`src/rtl/fp16_pkg.sv`:
```
// FP16 (1/5/10) constants, FSM state type and an unpack helper shared by
// the accumulator and its alignment stage.
package fp16_pkg;
  localparam int EXP_W = 5;
  localparam int MAN_W = 10;
  localparam int BIAS  = 15;

  localparam logic [15:0] FP16_QNAN = 16'h7E00;
  localparam logic [15:0] FP16_PINF = 16'h7C00;
  localparam logic [15:0] FP16_NINF = 16'hFC00;
  localparam logic [15:0] FP16_ZERO = 16'h0000;

  typedef enum logic [2:0] {
    S_IDLE, S_WAIT, S_ALIGN, S_ADD, S_NORM, S_ROUND, S_DONE
  } state_t;

  typedef struct packed {
    logic             sign;
    logic [EXP_W-1:0] exp;
    logic [MAN_W:0]   sig;   // hidden bit prepended
  } fp16_unp_t;

  // exp==0 is flushed to a zero significand (no subnormal support).
  function automatic fp16_unp_t fp16_unpack(input logic [15:0] v);
    fp16_unp_t u;
    u.sign = v[15];
    u.exp  = v[14:10];
    u.sig  = (v[14:10] == '0) ? '0 : {1'b1, v[9:0]};
    return u;
  endfunction
endpackage

```
`src/rtl/fp16_dot_acc_if.sv`:
```
// Handshake bundle between the product source and fp16_dot_acc.
//   start/len        : begin a dot product of len elements
//   in_valid/in_ready/in_data : product stream
//   out_valid/out_data: one-cycle result pulse, data held until next start
//   busy             : accumulator not idle
interface fp16_dot_acc_if #(parameter int LEN_W = 8);
  logic             start;
  logic [LEN_W-1:0] len;
  logic             in_valid;
  logic             in_ready;
  logic [15:0]      in_data;
  logic             out_valid;
  logic [15:0]      out_data;
  logic             busy;

  modport master (output start, len, in_valid, in_data,
                  input  in_ready, out_valid, out_data, busy);
  modport slave  (input  start, len, in_valid, in_data,
                  output in_ready, out_valid, out_data, busy);
endinterface

```
`src/rtl/fp16_align.sv`:
```
// Combinational ALIGN stage: swap so A is the larger magnitude, shift B right
// by the exponent difference (capped at 14) keeping guard/round/sticky, and
// detect inf/NaN operands.
//   i_acc, i_op        : raw FP16 accumulator and operand
//   o_sign_a, o_sub    : result sign and effective-subtract flag
//   o_exp              : exponent of A
//   o_sig_a, o_sig_b   : significands, B already aligned
//   o_grs              : guard, round, sticky from B's shift
//   o_special/o_spec_val : inf/NaN override value
module fp16_align
  import fp16_pkg::*;
(
  input  logic [15:0]      i_acc,
  input  logic [15:0]      i_op,
  output logic             o_sign_a,
  output logic             o_sub,
  output logic [EXP_W-1:0] o_exp,
  output logic [MAN_W:0]   o_sig_a,
  output logic [MAN_W:0]   o_sig_b,
  output logic [2:0]       o_grs,
  output logic             o_special,
  output logic [15:0]      o_spec_val
);
  fp16_unp_t   w_x, w_y, w_a, w_b;
  logic [4:0]  w_diff;
  logic [3:0]  w_sh;
  logic [26:0] w_ext;
  logic        w_x_inf, w_y_inf, w_x_nan, w_y_nan;

  always_comb begin
    w_x = fp16_unpack(i_acc);
    w_y = fp16_unpack(i_op);
    if ({w_y.exp, w_y.sig} > {w_x.exp, w_x.sig}) begin
      w_a = w_y; w_b = w_x;
    end else begin
      w_a = w_x; w_b = w_y;
    end
    w_diff = w_a.exp - w_b.exp;
    w_sh   = (w_diff > 5'd14) ? 4'd14 : w_diff[3:0];
    // 16 zero bits below B catch the whole 14-bit shift, so no bit is lost
    w_ext  = {w_b.sig, 16'h0000} >> w_sh;

    o_sign_a = w_a.sign;
    o_sub    = w_a.sign ^ w_b.sign;
    o_exp    = w_a.exp;
    o_sig_a  = w_a.sig;
    o_sig_b  = w_ext[26:16];
    o_grs    = {w_ext[15], w_ext[14], |w_ext[13:0]};

    w_x_inf = (i_acc[14:10] == 5'h1F) && (i_acc[9:0] == '0);
    w_y_inf = (i_op[14:10]  == 5'h1F) && (i_op[9:0]  == '0);
    w_x_nan = (i_acc[14:10] == 5'h1F) && (i_acc[9:0] != '0);
    w_y_nan = (i_op[14:10]  == 5'h1F) && (i_op[9:0]  != '0);

    o_special = w_x_inf | w_y_inf | w_x_nan | w_y_nan;
    // acc itself is NaN once poisoned, so NaN stays sticky without extra state
    if (w_x_nan | w_y_nan | (w_x_inf & w_y_inf & (i_acc[15] ^ i_op[15])))
      o_spec_val = FP16_QNAN;
    else if (w_x_inf)
      o_spec_val = i_acc[15] ? FP16_NINF : FP16_PINF;
    else if (w_y_inf)
      o_spec_val = i_op[15] ? FP16_NINF : FP16_PINF;
    else
      o_spec_val = FP16_ZERO;
  end
endmodule

```
`src/rtl/fp16_dot_acc.sv`:
```
// Multi-cycle FP16 accumulator for a stream of products.
//   clk, rst : clock, synchronous active-high reset
//   bus      : slave side of fp16_dot_acc_if (start/len, product stream,
//              result pulse, busy)
// Each element runs WAIT -> ALIGN -> ADD -> NORM -> ROUND; after the last
// element DONE registers the result and pulses out_valid.
module fp16_dot_acc
  import fp16_pkg::*;
#(
  parameter int LEN_W = 8
)(
  input logic           clk,
  input logic           rst,
  fp16_dot_acc_if.slave bus
);
  state_t             r_state, w_state_nxt;
  logic [15:0]        r_acc, r_op, r_out_data, r_spec_val;
  logic [LEN_W-1:0]   r_count;
  logic               r_out_valid, r_sign, r_sub, r_special;
  logic signed [6:0]  r_exp;
  logic [MAN_W:0]     r_sig_a, r_sig_b;
  logic [2:0]         r_grs;
  logic [14:0]        r_mag;
  logic               w_in_ready, w_busy;

  logic               w_sign_a, w_sub, w_special, w_inc;
  logic [EXP_W-1:0]   w_exp;
  logic [MAN_W:0]     w_sig_a, w_sig_b;
  logic [2:0]         w_grs;
  logic [15:0]        w_spec_val, w_round_res;
  logic [14:0]        w_sum, w_nmag;
  logic [3:0]         w_lz;
  logic signed [6:0]  w_nexp, w_rexp;
  logic [11:0]        w_rsig;

  fp16_align u_align (
    .i_acc(r_acc), .i_op(r_op),
    .o_sign_a(w_sign_a), .o_sub(w_sub), .o_exp(w_exp),
    .o_sig_a(w_sig_a), .o_sig_b(w_sig_b), .o_grs(w_grs),
    .o_special(w_special), .o_spec_val(w_spec_val)
  );

  assign bus.in_ready  = w_in_ready;
  assign bus.busy      = w_busy;
  assign bus.out_valid = r_out_valid;
  assign bus.out_data  = r_out_data;

  always_ff @(posedge clk) begin
    if (rst) r_state <= S_IDLE;
    else     r_state <= w_state_nxt;
  end

  always_comb begin
    w_state_nxt = r_state;
    w_in_ready  = 1'b0;
    w_busy      = (r_state != S_IDLE);
    case (r_state)
      S_IDLE:  if (bus.start) w_state_nxt = (bus.len == '0) ? S_DONE : S_WAIT;
      S_WAIT: begin
        w_in_ready = 1'b1;
        if (bus.in_valid) w_state_nxt = S_ALIGN;
      end
      S_ALIGN: w_state_nxt = S_ADD;
      S_ADD:   w_state_nxt = S_NORM;
      S_NORM:  w_state_nxt = S_ROUND;
      S_ROUND: w_state_nxt = (r_count == LEN_W'(1)) ? S_DONE : S_WAIT;
      default: w_state_nxt = S_IDLE;
    endcase
  end

  // Datapath: 15-bit magnitude = {carry, hidden, 10 mantissa, g, r, s}
  always_comb begin
    w_sum = r_sub ? ({1'b0, r_sig_a, 3'b000} - {1'b0, r_sig_b, r_grs})
                  : ({1'b0, r_sig_a, 3'b000} + {1'b0, r_sig_b, r_grs});
    w_lz = 4'd0;
    for (int i = 0; i <= 13; i++)
      if (r_mag[i]) w_lz = 4'(13 - i);
    if (r_mag[14]) begin
      w_nmag = {1'b0, r_mag[14:2], r_mag[1] | r_mag[0]};
      w_nexp = r_exp + 7'sd1;
    end else begin
      w_nmag = r_mag << w_lz;
      w_nexp = r_exp - $signed({3'b000, w_lz});
    end
    w_inc  = r_mag[2] & (r_mag[3] | r_mag[1] | r_mag[0]);
    w_rsig = {1'b0, r_mag[13:3]} + {11'h000, w_inc};
    w_rexp = r_exp + $signed({6'b000000, w_rsig[11]});
    if (r_special)
      w_round_res = r_spec_val;
    else if (w_rexp >= 7'sd31)
      w_round_res = r_sign ? FP16_NINF : FP16_PINF;
    else
      w_round_res = {r_sign, w_rexp[4:0], w_rsig[11] ? 10'h000 : w_rsig[9:0]};
  end

  always_ff @(posedge clk) begin
    if (rst) begin
      r_acc <= FP16_ZERO; r_op <= '0; r_count <= '0;
      r_out_valid <= 1'b0; r_out_data <= FP16_ZERO;
      r_sign <= 1'b0; r_sub <= 1'b0; r_exp <= '0;
      r_sig_a <= '0; r_sig_b <= '0; r_grs <= '0; r_mag <= '0;
      r_special <= 1'b0; r_spec_val <= FP16_ZERO;
    end else begin
      r_out_valid <= 1'b0;
      case (r_state)
        S_IDLE: if (bus.start) begin
          r_acc   <= FP16_ZERO;
          r_count <= bus.len;
        end
        S_WAIT: if (bus.in_valid) r_op <= bus.in_data;
        S_ALIGN: begin
          r_sign <= w_sign_a; r_sub <= w_sub; r_exp <= 7'(w_exp);
          r_sig_a <= w_sig_a; r_sig_b <= w_sig_b; r_grs <= w_grs;
          r_special <= w_special; r_spec_val <= w_spec_val;
        end
        S_ADD: r_mag <= w_sum;
        S_NORM: begin
          r_mag <= w_nmag;
          r_exp <= w_nexp;
          // exact cancellation is +0; exponent underflow keeps the sign
          if (!r_special && r_mag == '0) begin
            r_special <= 1'b1; r_spec_val <= FP16_ZERO;
          end else if (!r_special && w_nexp <= 7'sd0) begin
            r_special <= 1'b1; r_spec_val <= {r_sign, 15'h0000};
          end
        end
        S_ROUND: begin
          r_acc   <= w_round_res;
          r_count <= r_count - LEN_W'(1);
        end
        S_DONE: begin
          r_out_data  <= r_acc;
          r_out_valid <= 1'b1;
        end
        default: ;
      endcase
    end
  end
endmodule

```
`src/flat_wrapper.sv`:
```
// flat-port wrapper written by rule: the top's interface ports become plain ports
module fp16_dot_acc_flat import fp16_pkg::*;
#(
  parameter int LEN_W = 8
)
  (clk, rst, bus_start, bus_len, bus_in_valid, bus_in_data, bus_in_ready, bus_out_valid, bus_out_data, bus_busy);
  fp16_dot_acc_if #(.LEN_W(LEN_W)) bus_i ();
  input logic clk;
  input logic rst;
  input wire logic [$bits(bus_i.start)-1:0] bus_start;
  input wire logic [$bits(bus_i.len)-1:0] bus_len;
  input wire logic [$bits(bus_i.in_valid)-1:0] bus_in_valid;
  input wire logic [$bits(bus_i.in_data)-1:0] bus_in_data;
  output wire logic [$bits(bus_i.in_ready)-1:0] bus_in_ready;
  output wire logic [$bits(bus_i.out_valid)-1:0] bus_out_valid;
  output wire logic [$bits(bus_i.out_data)-1:0] bus_out_data;
  output wire logic [$bits(bus_i.busy)-1:0] bus_busy;
  assign bus_i.start = bus_start;
  assign bus_i.len = bus_len;
  assign bus_i.in_valid = bus_in_valid;
  assign bus_i.in_data = bus_in_data;
  assign bus_in_ready = bus_i.in_ready;
  assign bus_out_valid = bus_i.out_valid;
  assign bus_out_data = bus_i.out_data;
  assign bus_busy = bus_i.busy;
  fp16_dot_acc #(.LEN_W(LEN_W)) u_core (.clk(clk), .rst(rst), .bus(bus_i));
endmodule
```
`config.mk`:
```
export PLATFORM = sky130hd
export DESIGN_NAME = fp16_dot_acc_flat
export DESIGN_NICKNAME = d
export VERILOG_FILES = /design/src/rtl/fp16_pkg.sv /design/src/rtl/fp16_dot_acc_if.sv /design/src/rtl/fp16_align.sv /design/src/rtl/fp16_dot_acc.sv /design/src/flat_wrapper.sv
export SDC_FILE = /design/constraint.sdc
export NUM_CORES = 1
export LEC_CHECK = 0
export ABC_AREA = 1
export BUFFER_PORTS_ARGS = -buffer_cell sky130_fd_sc_hd__buf_2
export CAP_MARGIN = 10
export CORE_MARGIN = 4
export CORE_UTILIZATION = 30
export DETAILED_ROUTE_END_ITERATION = 7
export GPL_TIMING_DRIVEN = 0
export PLACE_DENSITY = 0.41
export SLEW_MARGIN = 10
export SYNTH_ARGS = -nofsm -noshare
export SYNTH_HDL_FRONTEND = slang
export SYNTH_HIERARCHICAL = 1
export SYNTH_SLANG_ARGS = --single-unit
```
`constraint.sdc`:
```
create_clock -name clk -period 8.3 [get_ports clk]
set_input_delay 0.415 -clock clk [delete_from_list [all_inputs] [get_ports clk]]
set_output_delay 0.415 -clock clk [all_outputs]
set_load 0.02 [all_outputs]
```
==> results.ini, run 1 <==
[detailed_routing]
dr_wl_met3_um = 1130
vias_per_cell = 4.97
drc_errors = 0
wl_per_cell_um = 17.2
wl_met1_um = 17600
wl_met2_um = 15400
final_antenna_net_count = 0
drtPass1Iterations = 5
vias = 9998
drt_wl_total_um = 34600
dr.max_layer_used = met4
drtIter0Drc = 704

[layout]
n_antenna_cell = 0
stdcell_count = 2010
nets = 1678
final_area_um2 = 10900
area_growth_pct = 13.8
ff_latch_area_um2 = 2520
multiInputGateArea_um2 = 6000
fillers = 3494
drive_gt1_frac = 0.0945

[timing]
setup-tns-final_ns = 0
fmax_mhz = 209
maxSlewHeadroom = 0.373
finalHoldViolations = 0
rsz0062_at_grt = false
finalCritPeriodShare = 0.576
slew_viol_final = 0
fin_hold_ws_ns = 0.241
fin_crit_ns = 4.78
finalSetupViolCount = 0
worst_pin_slew_ns = 0.933
fin_worst_skew_ns = 0.0147

[logic_synthesis]
synth_top_cell_by_area = dfxtp_1
synth.top_cells.by_area = dfxtp_1 (26%), nand2_1 (14%), o21ai_0 (7.7%)
avgSynthCellArea_um2 = 6.28
yosys.cell_types.count = 54
synth_edf_count = 0
yosys.area.top_type_share = 0.264
async_flop_share = 0
yosysWarnings = 6
synth_top_flop_cell = dfxtp_1
synthCells = 1523
synthTopCellsByCount = nand2_1 (347), nor2_1 (173), inv_1 (157), o21ai_0 (148), dfxtp_1 (126)
yosysSeqAreaShare = 0.264
syn_area_um2 = 9560
synth_most_common_cell = nand2_1
ys_ff_latch = 126

[worst_hold_path]
hp-class = input pin to flip-flop

[clocking]
ctsLongestPathBuffers = 2
hold_buffers = 0
clock-root-buffer = clkbuf_16
clock_latency_ns = 0.42
ctsResizeCount = 0
postCtsSetupBuffers = 0
tritoncts = done
htree_levels = 4
clock-sinks = 126
cts_buffers = 17
clk_pin_slew_worst_paths_ns = 0.07

[pwr]
leakage_uw = 0.00499
p_per_area_nw_per_um2 = 358
peakVddDrop_mv = 0.151

[run_status]
status = completed

[floorplan]
core_area_um2 = 31500
fp.dieW_um = 187
start_util = 0.304
io_pins = 47
die_area_um2 = 34800
rows = 65
die_y_um = 187

[global_routing]
track_usage = 0.197
grt_max_degree = 17
antenna_found_initial = 0
grt_pass1_vias = 9565
grt-ovfl-total = 0
grt_first_pass_wirelength_um = 54800

[worst_setup_path]
crit_required_ns = 8.59
cp-start-kind = flip-flop
crit_top_cell = nand2_1
cp_max_fo = 10
worst_path_max_delay_cell = dfxtp_1
cp_data_arrival_time_ns = 5.07
slowest_delay_ns = 0.50
worstSetupPathType = flip-flop to flip-flop
end_kind = flip-flop
cp.buffers_inverters = 4
critPathTopFamily = simple AND/OR/NAND/NOR gates

[placement]
place.gp.congestion = 0.841
place.port_buffers = 45
dpl.hpwl_um = 27700
dpl-instance-area_um2 = 10300
dp.cells = 1978

[job]
cap_violations = 0

[routing by layer]
metal,vias up,track usage
met5,-,0
met4,0,0.0407
met3,22,0.0309
met2,176,0.313
met1,4618,0.283
li1,5182,-
[worst register-to-register path, delay by kind of cell (launching register included)]
kind | cells | cell delay (ns)
simple gates | 26 | 2.59
buf+inv | 4 | 0.75
fa+ha+maj | 2 | 0.52
flops | 1 | 0.50
compound gates | 2 | 0.30
[registers in the layout, summed over array words and instances (netlist names)]
register	flops
u_core/r_sig_b	11
u_core/r_grs	3
u_core/r_exp	7
u_core/r_state	3
u_core/r_op	16
u_core/r_mag	15
u_core/r_acc	16
u_core/r_count	8
u_core/bus.out_data	16
u_core/r_sign	1
u_core/r_spec_val	16
u_core/r_sig_a	11
u_core/r_special	1
u_core/r_sub	1
u_core/bus.out_valid	1
[path summary, 6_finish.rpt]
check | from | to | slack (ns) | depth (start not counted)
max | u_core/r_acc[13]$_SDFFE_PP0P_ | u_core/r_grs[0]$_SDFFE_PP0P_ | 3.52 | 34
min | bus_in_data[14] | u_core/r_op[14]$_SDFFE_PP0P_ | 0.24 | 3
max reg2reg | u_core/r_acc[13]$_SDFFE_PP0P_ | u_core/r_grs[0]$_SDFFE_PP0P_ | 3.52 | 34
min reg2reg | u_core/r_spec_val[2]$_SDFFE_PP0P_ | u_core/r_spec_val[2]$_SDFFE_PP0P_ | 0.48 | 2
[placed cells by master, fill, tap and decap left out, types with 8 or more instances in the layout]
master     Yosys  layout
nand2_1      347     347
conb_1         1       9
nor4_1        13      13
buf_4         18      18
clkbuf_16      0      17
dfxtp_1      126     126
o221ai_1       9       9
nand3_2       12      12
buf_2          9      54
xor2_1        20      20
nand3_1      122     122
nand2_2       12      12
o21ai_0      148     148
o211ai_1       8       8
nor2_1       173     173
clkbuf_1      50      51
inv_1        157     157
a21oi_1      121     121
ha_1          53      53
nor3_1        12      12
nand4_1       29      29
[per-stage QoR]
step	setup slack, ns	total power [uW]	utilization
4_1_cts	3.49	3910	0.346
3_3_place_gp	3.52	3170	0.328
2_1_floorplan	4.66	2540	-
5_1_grt	2.98	4280	0.346
6_report	3.52	3900	0.346
3_5_place_dp	3.46	3160	0.328
[cell families after synthesis]
group,share of synthesized area
mux,0.00105
flops,0.264
xor+xnor,0.0229
other cells,0.000392
compound gates,0.186
fa+ha+maj,0.0735
buf+inv,0.112
simple gates,0.341
[power breakdown]
| part | switching, uW | internal (uW) | leakage [uW] |
|---|---|---|---|
| clock | 314 | 417 | 0.000268 |
| combinational | 1610 | 755 | 0.00369 |
| sequential | 92.7 | 706 | 0.00102 |
[final cells by class]
type	instances	share of cell area
flip-flops and latches	126	0.232
inverters	166	0.0578
well taps	402	0.0462
repair buffers	45	0.0207
plain buffers	84	0.0403
clock inverters	14	0.0122
multi-input cells	1155	0.552
clock buffers	18	0.0394
Power figures use the tool's default switching activity.
==> run 2: changes to the inputs <==
- PLACE_DENSITY: 0.41 -> 0.42
- clock period: 8.3 -> 4.2 ns (I/O delays scaled with it)
==> results.ini, run 2 (synthesized netlist as in run 1, its figures left out) <==
[worst_setup_path]
crit_start = u_core/r_acc[10]$_SDFFE_PP0P_
path_depth = 33  ; -2.9%
reg2reg_setup_slack_ns = 0.17  ; -3.35 ns
cp.buffers_inverters = 5  ; +1
cp_max_fo = 10  ; unchanged
crit_required_ns = 4.49  ; -4.10 ns
rr_startpoint = u_core/r_acc[10]$_SDFFE_PP0P_
setup.worst_path.end = u_core/r_grs[0]$_SDFFE_PP0P_
worstReg2RegEnd = u_core/r_grs[0]$_SDFFE_PP0P_
worstSetupPathType = flip-flop to flip-flop
worst_path_max_delay_cell = dfxtp_4
end_kind = flip-flop
slowest_delay_ns = 0.37  ; -0.13 ns
crit_top_cell = nand2_1
cp_data_arrival_time_ns = 4.32  ; -0.75 ns
critPathTopFamily = simple AND/OR/NAND/NOR gates
rr_worst_depth = 33  ; -2.9%
cp-start-kind = flip-flop

[timing]
rsz0062_at_grt = true
fin_hold_ws_ns = 0.0387  ; -0.203 ns
finalCritPeriodShare = 0.961  ; +0.385
fmax_mhz = 248  ; +19%
worst_pin_slew_ns = 0.922  ; -0.0108 ns
fin_ws_ns = 0.166  ; -3.35 ns
slew_viol_final = 0  ; unchanged
fin_crit_ns = 4.03  ; -0.746 ns
fin_worst_skew_ns = 0.0218  ; +0.00712 ns
finalHoldViolations = 0  ; unchanged
finalSetupViolCount = 0  ; unchanged
maxSlewHeadroom = 0.380  ; +0.00723

[clocking]
hold_buffers = 0  ; unchanged
ctsLongestPathBuffers = 2  ; unchanged
clock-sinks = 126  ; unchanged
clk_pin_slew_worst_paths_ns = 0.07  ; about the same
tritoncts = done
htree_levels = 4  ; unchanged
clock-root-buffer = clkbuf_16
clock_latency_ns = 0.43  ; about the same
cts_buffers = 17  ; unchanged

[layout]
ff_latch_area_um2 = 2560  ; +1.3%
multiInputGateArea_um2 = 6390  ; +6.4%
layout_commonest_cell = nand2_1
stdcell_count = 2044  ; +1.7%
n_antenna_cell = 0  ; unchanged
area_growth_pct = 22.2
drive_gt1_frac = 0.177  ; +0.0821
final_cell_mix = nand2_1 (318), nor2_1 (165), inv_1 (144)
nets = 1712  ; +2.0%
fillers = 3482  ; -0.34%

[pwr]
leakage_uw = 0.00533  ; +7.0%
internal_power_uw = 4260  ; +130%
sw_frac_of_total = 0.505  ; -0.0129
p_per_area_nw_per_um2 = 736  ; +110%
comb_power_share = 0.645  ; +0.038
pwr-share-seq = 0.184  ; -0.021
p_clk_frac = 0.171  ; -0.017
switching_power_uw = 4350  ; +120%
peakVddDrop_mv = 0.307  ; +100%

[worst_hold_path]
hp-class = input pin to flip-flop
min_from = bus_len[2]

[floorplan]
fp.dieW_um = 187  ; unchanged
start_util = 0.304  ; unchanged
rows = 65  ; unchanged
die_y_um = 187  ; unchanged
core_area_um2 = 31500  ; unchanged
die_area_um2 = 34800  ; unchanged
io_pins = 47  ; unchanged

[run_status]
status = completed

[detailed_routing]
drt_wl_total_um = 34900  ; +0.97%
vias_per_cell = 5.00  ; +0.44%
drtIter0Drc = 778  ; +11%
final_antenna_net_count = 0  ; unchanged
drtPass1Iterations = 5  ; unchanged
drc_errors = 0  ; unchanged
vias = 10200  ; +2.1%
wl_per_cell_um = 17.1  ; -0.71%

[placement]
dp_slack_ns = -0.549  ; -4.01 ns
dp.cells = 1978  ; unchanged
dpl.hpwl_um = 27500  ; -0.86%
place.gp.congestion = 0.841  ; about the same
place.port_buffers = 45  ; unchanged

[job]
cap_violations = 0  ; unchanged

[global_routing]
track_usage = 0.192  ; -0.00444
grt_pass1_vias = 9576  ; +0.12%
grt_max_degree = 17  ; unchanged
grt_first_pass_wirelength_um = 54200  ; -1.1%
antenna_found_initial = 0  ; unchanged
grt-ovfl-total = 0  ; unchanged

-- run 2: per-stage QoR --
step	setup TNS [ns]	cell area [um^2]	total power [uW]	utilization
after floorplan	0	9590	5010	-
after global placement	-6.43	10300	6250	0.328
after detailed placement	-5.73	10300	6230	0.328
after CTS	0	11000	7810	0.349
after global routing	-0.746	11700	9350	0.371
final	0	11700	8600	0.371
-- run 2: power groups by stage --
stage,sequential (uW),clock (uW),combinational [uW]
6_report,1580,1470,5550
2_1_floorplan,1530,0,3480
3_3_place_gp,1600,0,4650
4_1_cts,1580,1510,4730
5_1_grt,1610,1560,6180
3_5_place_dp,1600,0,4630
-- run 2: layer usage --
metal	GRT usage	vias up	wire length (um)
met2	0.314	191	15800
met4	0.0299	0	394
met3	0.0264	29	1170
li1	-	5256	-
met1	0.277	4736	17500
met5	0	-	0
-- run 2: repair_timing --
item,4_1_cts,5_1_grt
hold endpoints to repair,0,0
gates resized for setup,30,144
buffers inserted,1,28
pin swaps,1,51
endpoints found under the setup margin,38,41
cloned,0,6
-- run 2: worst min-delay path, cell delays in order --
cell     delay (ns)
buf_2          0.08
inv_1          0.04
a21oi_1        0.10
-- run 2: layout make-up --
| cell class | count | area share |
|---|---|---|
| Tap cell | 402 | 0.0430 |
| Clock inverter | 14 | 0.0122 |
| Multi-Input combinational cell | 1155 | 0.546 |
| Buffer | 83 | 0.0418 |
| Sequential cell | 126 | 0.219 |
| Inverter | 166 | 0.0543 |
| Clock buffer | 18 | 0.0376 |
| Timing Repair Buffer | 80 | 0.0460 |
-- run 2: worst min path at each step --
stage / end / slack [ns] / cells past startpoint
floorplan: u_core/r_count[2]$_SDFFE_PP0P_ / 0.36 / 2
global placement: u_core/r_spec_val[0]$_SDFFE_PP0P_ / 0.46 / 2
detailed placement: u_core/r_op[10]$_SDFFE_PP0P_ / 0.47 / 3
CTS: u_core/r_count[2]$_SDFFE_PP0P_ / 0.02 / 3
global route: u_core/r_count[2]$_SDFFE_PP0P_ / 0.05 / 3
finish: u_core/r_count[2]$_SDFFE_PP0P_ / 0.04 / 3
